==> config.mk <==
export PLATFORM = sky130hd
export DESIGN_NAME = wptr_full_status
export DESIGN_NICKNAME = d
export VERILOG_FILES = /design/src/rtl/wptr_full_status.sv
export SDC_FILE = /design/constraint.sdc
export NUM_CORES = 1
export LEC_CHECK = 0
export ABC_AREA = 1
export BUFFER_PORTS_ARGS = -buffer_cell sky130_fd_sc_hd__buf_2
export CAP_MARGIN = 15
export CORE_UTILIZATION = 50
export CTS_CLUSTER_DIAMETER = 30
export DETAILED_ROUTE_END_ITERATION = 8
export MAX_ROUTING_LAYER = met4
export PLACE_DENSITY_LB_ADDON = 0.1
export SKIP_CTS_REPAIR_TIMING = 1
export SYNTH_ARGS = -nofsm -noshare
export SYNTH_HDL_FRONTEND = slang
export SYNTH_SLANG_ARGS = --single-unit
==> constraint.sdc <==
create_clock -name i_clk -period 2.8 [get_ports i_clk]
set_input_delay 0.56 -clock i_clk [delete_from_list [all_inputs] [get_ports i_clk]]
set_output_delay 0.56 -clock i_clk [all_outputs]
set_load 0.01 [all_outputs]
==> src/rtl/wptr_full_status.sv <==
// Write-domain pointer/status block for an async FIFO: binary + Gray write pointer,
// registered full, fill level and almost-full. Optional sticky overflow via WPTR_FULL_OVF_EN.
module wptr_full_status #(
    parameter int ADDR_W = 4
) (
    input  logic              i_clk,
    input  logic              i_rst_n,
    input  logic              i_inc,
    input  logic [ADDR_W:0]   i_rPtr,
    input  logic [ADDR_W:0]   i_afTh,
    input  logic              i_ovfClr,
    output logic [ADDR_W:0]   o_wPtr,
    output logic [ADDR_W-1:0] o_wAddr,
    output logic              o_wrEn,
    output logic              o_full,
    output logic              o_almostFull,
    output logic [ADDR_W:0]   o_level,
    output logic              o_overflow
);

    logic [ADDR_W:0] wbin_q, wbin_d;
    logic [ADDR_W:0] wgray_q, wgray_d;
    logic [ADDR_W:0] level_q, level_d;
    logic [ADDR_W:0] rbin;
    logic            full_q, full_d;
    logic            af_q, af_d;

    assign o_wrEn  = i_inc && !full_q;
    assign wbin_d  = wbin_q + {{ADDR_W{1'b0}}, o_wrEn};
    assign wgray_d = (wbin_d >> 1) ^ wbin_d;

    // Gray-to-binary: each binary bit is the XOR of all Gray bits at and above it
    generate
        for (genvar gi = 0; gi <= ADDR_W; gi++) begin : g_rbin
            assign rbin[gi] = ^i_rPtr[ADDR_W:gi];
        end
    endgenerate

    assign level_d = wbin_d - rbin;
    assign full_d  = (wgray_d == {~i_rPtr[ADDR_W:ADDR_W-1], i_rPtr[ADDR_W-2:0]});
    assign af_d    = (level_d >= i_afTh);

    always_ff @(posedge i_clk or negedge i_rst_n) begin
        if (!i_rst_n) begin
            wbin_q  <= '0;
            wgray_q <= '0;
            level_q <= '0;
            full_q  <= 1'b0;
            af_q    <= 1'b0;
        end else begin
            wbin_q  <= wbin_d;
            wgray_q <= wgray_d;
            level_q <= level_d;
            full_q  <= full_d;
            af_q    <= af_d;
        end
    end

`ifdef WPTR_FULL_OVF_EN
    logic ovf_q, ovf_d;

    // Set has priority over clear so a drop in the clearing cycle is not lost
    always_comb begin
        ovf_d = ovf_q;
        if (i_ovfClr)
            ovf_d = 1'b0;
        if (i_inc && full_q)
            ovf_d = 1'b1;
    end

    always_ff @(posedge i_clk or negedge i_rst_n) begin
        if (!i_rst_n)
            ovf_q <= 1'b0;
        else
            ovf_q <= ovf_d;
    end

    assign o_overflow = ovf_q;
`else
    logic unused_ovf_clr;
    assign unused_ovf_clr = i_ovfClr;
    assign o_overflow     = 1'b0;
`endif

    assign o_wAddr      = wbin_q[ADDR_W-1:0];
    assign o_wPtr       = wgray_q;
    assign o_level      = level_q;
    assign o_full       = full_q;
    assign o_almostFull = af_q;

endmodule

# Yosys cells after proc, flatten, opt, wreduce, memory -nomap -nowiden
# Index checks and enable logic that the tools add are counted.
totals:
  ff_bits: 17
  latchBits: 0
  mem_bits_rw: 0
  rom_bits: 0
  inputBits: 14
  output_inout_bits: 18
  mem_count: 0
op_classes:
  add_sub_neg: 2
  mul: 0
  div_mod_pow: 0
  magnitude_cmp: 1
  eq_ne: 1
  n_shift: 0
  mux: 0
  bitwise: 2
  n_reduce_logical: 6
op_table:
  columns: ["cell", "count"]
  rows:
  - ["adder 5 x 1 -> 5 bit", 1]
  - ["== test 5 bit", 1]
  - ["greater-or-equal comparator 5 bit", 1]
  - ["parity 5 bit", 1]
  - ["subtractor 5 bit", 1]
  - ["XOR 4 x 5 -> 5 bit", 1]
  - ["parity 4 bit", 1]
  - ["parity 3 bit", 1]
  - ["NOT 2 bit", 1]
  - ["parity 2 bit", 1]
  - ["logical AND 1 bit", 1]
  - ["zero test 1 bit", 1]

# Longest topological paths before layout
# Gate-level depths: netlist (run 1).
logic_depth:
  ltp_word: 5
  ltp_mapped: 15

# Worst setup path before layout (run 1)
# Ideal clock, no wire load.
synth_timing:
  path_type: "input port to flip-flop"
  start: "input port i_rPtr[4]"
  end: "register af_q (netlist: o_almostFull)"
  t_arrival_ns: 2.445
  required_ns: 2.676
  slack_ns: 0.231
  path_stages: 11
  n_path_buf: 0
  path_cell_list: "xnor2_2 -> xor2_2 -> xor2_1 -> ha_1 -> fa_1 -> inv_1 -> ha_1 -> a21oi_1 -> o21bai_1 -> a21oi_1 -> o21bai_1"
synth_via:
  elab_chain_cells: 3
synth_lines:
  columns: ["item", "line", "source"]
  rows:
  - ["from (decl)", "9", "input logic [ADDR_W:0] i_rPtr,"]
  - ["parity 5 bit / parity 4 bit (equally long branches)", "35", "assign rbin[gi] = ^i_rPtr[ADDR_W:gi];"]
  - ["subtractor 5 bit *", "39", "assign level_d = wbin_d - rbin;"]
  - ["named net level_d[1]", "23", "logic [ADDR_W:0] level_q, level_d;"]
  - ["greater-or-equal comparator 5 bit *", "41", "assign af_d = (level_d >= i_afTh);"]
  - ["named net af_d", "26", "logic af_q, af_d;"]
  - ["to (signal assigned)", "49", "af_q <= 1'b0;"]
  - ["to (signal assigned)", "55", "af_q <= af_d;"]
  - ["to (decl)", "26", null]
# Mark *: on every way through the listed nets, which the timed path passes. The rest lies on a longest branch.

# Final worst setup path (run 1)
layout_timing:
  start: "input port i_rPtr[4]"
  end: "register af_q (netlist: o_almostFull)"
layout_via:
  elab_chain_cells: 3
layout_lines:
  columns: ["item", "line"]
  rows:
  - ["parity 5 bit, or another cell as far along", "35"]
  - ["subtractor 5 bit *", "39"]
  - ["named net level_d[3]", "23"]
  - ["greater-or-equal comparator 5 bit *", "41"]
  - ["named net af_d", "26"]
# Marked as above.

==> results.md, run 1 <==
- Status: finished, final reports clean
- Clock sink total: 16
- Fillers: 168
- Placed cell areas: 1296 um^2
- Die area: 2318 um^2
- Synth warnings: 0
- Final hold vios: 0
- Dpl cells: 187
- Avg Cell Area, Syn: 8.587 um^2
- FF-to-FF Start: o_full$_DFF_PN0_
- Aggregate global-route resource usage: 22.99%
- Die X: 48.15 um
- Synth unique cells: 25
- Fin crit period: 2.588 ns
- Fin area: 1355 um^2
- Min-delay worst type: in2async
- Initial antenna violation count: 0
- Final period util: 92.44%
- Fmax: 386.4 MHz
- First-pass GRT wire length: 3.484 mm
- CTS buffer count: 3
- Core Box Area: 1982 um^2
- Crit path max fanout: 3
- Clock-pin slew on the worst setup and hold paths: 0.09 ns
- Ant diodes: 0
- Drt wl/cell: 10.91 um
- Clock buffer depth: 2
- Initial DRC count: 14
- Cell area power density: 1264 nW/um^2
- DR vias: 901
- Congestion Overflow GR: 0
- Cells after Synth: 124
- H-Tree Depth: 1
- PortBufs: 29
- CP Launch Point: i_rPtr[4]
- Share of layout cells above drive strength 1: 34.55%
- Setup CP Type: in2reg
- Drt total wl: 2.094 mm
- Final setup fails: 0
- Post-synthesis sequential area ratio: 37.60%
- Drt first pass iters: 4
- Setup slack after layout: 0.2117 ns
- Syn Nets: 149
- Largest cells by area after synthesis: dfrtp_1 (38%), ha_1 (12%), nand2_1 (9.5%)
- # rows: 16
- WP data required: 2.98 ns
- HPWL Detailed: 1.718 mm
- I/O pin count: 32
- Worst EP arrival: 2.77 ns
- P_leak: 0.7762 nW
- Slew Viols, Final: 0
- Layout area overhead: 27.26%
- Final std cells w/o fill: 192
- Root Buffer: clkbuf_4
- Nets: 191
- RePlAce Congestion: 0.7997
- Post-synthesis sequential element count: 16
- MaxCap Viol Count: 0
- Clk_skew: 0.003154 ns
- Vias in the first global route: 861
- Top cell type's share of synthesized area: 37.60%
- Initial Utilization: 53.72%
- Die Height: 48.15 um
- CP endpoint kind: register
- Mapped cell area: 1065 um^2
- Pre-CTS WS: -0.1705 ns
- Yosys top cell by area: dfrtp_1
- Vias per Instance: 4.693
- Latest clock arrival within the worst-skew pair: 0.29 ns
- CP Launch Type: input pin
- Peak supply drop: 0.7595 mV
- Residual DRC: 0
- Post-route antenna net violation count: 0
- Largest net degree at the start of global routing: 17
- CTS tree: yes
## layout make-up
| cell class | count | area [um^2] | share of cell area (%) |
|---|---|---|---|
| Clock buffer | 4 | 36.28 | 2.678 |
| Inverter | 25 | 93.84 | 6.925 |
| Multi-Input combinational cell | 82 | 578.1 | 42.66 |
| Sequential cell | 16 | 400.4 | 29.55 |
| Tap cell | 27 | 33.78 | 2.493 |
| Timing Repair Buffer | 38 | 212.7 | 15.70 |
## state kept, by name (all words and copies together), names as in the netlist
| register | cells |
|---|---|
| o_wPtr | 4 |
| o_level | 5 |
| wbin_q | 5 |
| o_full | 1 |
| o_almostFull | 1 |
## placed cells by master, fill, tap and decap left out, types with 3 or more instances in the layout
cell type	netlist	layout
buf_2	0	29
nand2_1	27	27
inv_1	24	24
dfrtp_1	16	16
nand3_1	11	11
ha_1	10	10
buf_4	1	9
nand2_2	6	6
xnor2_1	3	3
nor2_1	3	3
xor2_1	3	3
clkbuf_4	0	3
## cells by family (layout without fill, tap and decap cells)
| kind of cell | count (synthesis) | after routing | synth area share (%) |
|---|---|---|---|
| other | 1 | 1 | 0.3522 |
| xor gates and xnor gates | 9 | 9 | 9.519 |
| DFF | 16 | 16 | 37.60 |
| adders and majority gates | 11 | 11 | 13.63 |
| buffers and inverters | 26 | 67 | 9.518 |
| AOI/OAI and AO/OA | 8 | 8 | 5.522 |
| and+or+nand+nor | 53 | 53 | 23.85 |
## metal layers
| metal | wire, um | up-vias | GRT usage [%] |
|---|---|---|---|
| li1 | - | 461 | - |
| met1 | 922 | 408 | 25.46 |
| met2 | 1044 | 28 | 37.60 |
| met4 | 29 | 0 | 10.00 |
| met5 | 0 | - | - |
| met3 | 98 | 4 | 7.407 |
## worst paths after layout
check,endpoint,slack (ns),cells past startpoint
setup reg to reg,o_almostFull$_DFF_PN0_,0.22,15
setup / recovery,o_almostFull$_DFF_PN0_,0.21,13
max in group asynchronous,wbin_q[2]$_DFF_PN0_,2.38,1
min in group i_clk,o_full$_DFF_PN0_,0.65,4
hold reg to reg,wbin_q[3]$_DFF_PN0_,0.68,2
hold / removal,o_level[1]$_DFF_PN0_,0.16,1
## worst max-delay path, cell delays in order
cell      delay, ns
buf_2          0.14
xnor2_4        0.20
xor2_2         0.22
buf_4          0.16
xor2_2         0.20
inv_2          0.04
ha_1           0.26
nand2_1        0.05
o21ai_0        0.20
xor2_1         0.22
ha_1           0.27
a21oi_2        0.16
o21bai_1       0.07
## power breakdown
| group | switching (W) | internal, W |
|---|---|---|
| clock network | 0.0000727 | 0.0000793 |
| registers | 0.0000655 | 0.000356 |
| logic | 0.000652 | 0.000487 |
| total | 0.000790 | 0.000922 |
## stage by stage
stage	utilization (%)	TNS [ns]	hold WS, ns	power [W]
2_1_floorplan	-	0	0.2644	0.001167
3_3_place_gp	65.40	-0.08530	0.4914	0.001468
3_5_place_dp	65.40	-0.1705	0.4901	0.001520
4_1_cts	67.23	0	0.1616	0.001680
5_1_grt	68.37	-0.0001628	0.1712	0.001935
6_report	68.37	0	0.1605	0.001713
## cells in the mapped netlist (all sizes together)
library cell  number
nand2             34
a211oi             1
nand4              1
xor2               5
nor2               4
buf                1
o21ai              2
ha                10
a21oi              3
conb               1
xnor2              4
o21bai             2
dfrtp             16
fa                 1
inv               25
nand3             12
nand3b             2
Note: power is estimated with default switching activity, not from simulation.
==> run 2: changes to the inputs <==
- CORE_MARGIN: not set -> 2
==> run 2 against run 1 <==
Against the previous run: clock power grew 3%; via count shrank 2.4%; flip-flop and latch count is the same; fmax shrank 0.85%; setup slack lost 0.022 ns; power shrank 1.4%; global-route usage shrank 1.3 points; first-iteration DRC count shrank 21%; clock-buffer cell count is the same; hold slack gained 0.0047 ns; clock skew is essentially flat; largest power group unchanged; highest routed layer is now met3.
==> results.md, run 2 (synthesis results as in run 1) <==
- Status: finished, final reports clean (unchanged)
- Fin crit period: 2.610 ns (was 2.588 ns)
- DR vias: 879 (was 901)
- Fmax: 383.1 MHz (was 386.4 MHz)
- P_leak: 0.7717 nW (was 0.7762 nW)
- Stages on worst setup path: 13 (unchanged)
- Root Buffer: clkbuf_4 (unchanged)
- Share of layout cells above drive strength 1: 34.15% (was 34.55%)
- Most common cell after layout, fill and taps aside: buf_2 (unchanged)
- Latest clock arrival within the worst-skew pair: 0.29 ns (about the same)
- CTS buffer count: 3 (unchanged)
- Largest net degree at the start of global routing: 17 (unchanged)
- Die area: 2515 um^2 (was 2318 um^2)
- Area of the multi-input gates: 579.3 um^2 (was 578.1 um^2)
- Congestion Overflow GR: 0 (unchanged)
- Delay-heaviest family, CP: XOR/XNOR gates (unchanged)
- Drt wl/cell: 11.47 um (was 10.91 um)
- Clock-pin slew on the worst setup and hold paths: 0.10 ns (was 0.09 ns)
- RSZ-0062 raised after global routing: false
- Peak supply drop: 0.8371 mV (was 0.7595 mV)
- Residual DRC: 0 (unchanged)
- Initial DRC count: 11 (was 14)
- HPWL Detailed: 1.774 mm (was 1.718 mm)
- FF-to-FF End: o_almostFull$_DFF_PN0_ (unchanged)
- RePlAce Congestion: 0.8116 (was 0.7997)
- H-Tree Depth: 1 (unchanged)
- Worst EP arrival: 2.79 ns (was 2.77 ns)
- First-pass GRT wire length: 4.036 mm (was 3.484 mm)
- Clock buffer depth: 2 (unchanged)
- Drt first pass iters: 4 (unchanged)
- Final setup fails: 0 (unchanged)
- Final hold vios: 0 (unchanged)
- Cell area power density: 1252 nW/um^2 (was 1264 nW/um^2)
- Setup CP Type: in2reg (unchanged)
- Drt total wl: 2.191 mm (was 2.094 mm)
- Min-delay worst type: in2async (unchanged)
- # rows: 16 (unchanged)
- Storage cell area: 400.4 um^2 (unchanged)
- Layout area overhead: 26.67% (was 27.26%)
- FF-to-FF setup slack: 0.32 ns (was 0.22 ns)
- Clock sink total: 16 (unchanged)
- Critical-path cell list: buf_2, xnor2_4, xor2_2, buf_4, xor2_2, inv_2, ha_1, nand2_1, o21ai_0, xor2_1, ha_1, a21oi_1, o21bai_1 (was buf_2, xnor2_4, xor2_2, buf_4, xor2_2, inv_2, ha_1, nand2_1, o21ai_0, xor2_1, ha_1, a21oi_2, o21bai_1)
- Die Height: 50.15 um (was 48.15 um)
- CP max stage cell: ha_1 (unchanged)
- Worst path max stage delay: 0.27 ns (about the same)
- CP Capture Point: o_almostFull$_DFF_PN0_ (unchanged)
- Setup slack after layout: 0.1895 ns (was 0.2117 ns)
- FF-to-FF Start: o_full$_DFF_PN0_ (unchanged)
- Final period util: 93.23% (was 92.44%)
- Vias in the first global route: 939 (was 861)
- CP Launch Type: input pin (unchanged)
- WP data required: 2.98 ns (about the same)
- Crit path max fanout: 3 (unchanged)
- Slew Viols, Final: 0 (unchanged)
- Vias per Instance: 4.602 (was 4.693)
- Fillers: 172 (was 168)
- Initial Utilization: 53.72% (unchanged)
- Aggregate global-route resource usage: 21.65% (was 22.99%)
- CP Launch Point: i_rPtr[4] (unchanged)
- Pre-CTS WS: -0.1434 ns (was -0.1705 ns)
- Worst r2r path cells: 12 (was 15)
- PortBufs: 29 (unchanged)
- Die X: 50.15 um (was 48.15 um)
- Core Box Area: 1982 um^2 (unchanged)
- I/O pin count: 32 (unchanged)
- CP bufs+invs: 3 (unchanged)
- Post-route antenna net violation count: 0 (unchanged)
- Ant diodes: 0 (unchanged)
- CP endpoint kind: register (unchanged)
- CTS tree: yes (unchanged)
- Most used cells in the layout excluding fill and tap cells: buf_2 (29), nand2_1 (27), inv_1 (24) (unchanged)
- MaxCap Viol Count: 0 (unchanged)
- Layout Utilization: 68.06% (was 68.37%)
- Clk_skew: 0.003544 ns (was 0.003154 ns)
- Initial antenna violation count: 0 (unchanged)
- Nets: 190 (was 191)
==> run 2: changes by cell type in the layout (fill, tap and decap cells not counted), sizes merged <==
cell  before  now
buf       38   37
==> run 2: worst min path at each step <==
stage | start | cells after the start | to | slack (ns)
floorplan | i_rst_n | 0 | o_almostFull$_DFF_PN0_ | 0.26
global placement | i_rst_n | 1 | o_level[4]$_DFF_PN0_ | 0.49
detailed placement | i_rst_n | 1 | o_level[4]$_DFF_PN0_ | 0.49
CTS | i_rst_n | 1 | o_level[4]$_DFF_PN0_ | 0.17
global route | i_rst_n | 1 | o_almostFull$_DFF_PN0_ | 0.18
finish | i_rst_n | 1 | o_level[4]$_DFF_PN0_ | 0.17
==> run 2: layout make-up <==
class / instances / share of cell area, %
multi-input combinational: 82 / 42.95
sequential: 16 / 29.68
timing repair buffer: 37 / 15.21
inverter: 25 / 6.957
clock buffer: 4 / 2.690
tap: 27 / 2.505
==> run 2: where the power goes <==
group / switching [W] / internal, W / total, W
Sequential: 0.0000683 / 0.000355 / 0.000424
Clock: 0.0000773 / 0.0000791 / 0.000156
Combinational: 0.000646 / 0.000462 / 0.00111
==> run 2: layer usage <==
layer / vias to the layer above / global-route usage, % / part of all wire, %
li1: 462 / - / -
met1: 398 / 25.19 / 45
met2: 19 / 37.28 / 51
met3: 0 / 4.167 / 4.5
met4: 0 / 7.407 / 0
met5: - / - / 0
==> run 2: stage by stage <==
stage	cell area [um^2]	total power (W)	hold slack, ns	std cells	TNS [ns]
6_report	1349	0.001688	0.1652	191	0
5_1_grt	1349	0.001900	0.1824	191	0
4_1_cts	1333	0.001681	0.1729	191	0
3_5_place_dp	1296	0.001512	0.4901	187	-0.1434
3_3_place_gp	1296	0.001469	0.4914	187	-0.08497
2_1_floorplan	1065	0.001167	0.2644	124	0
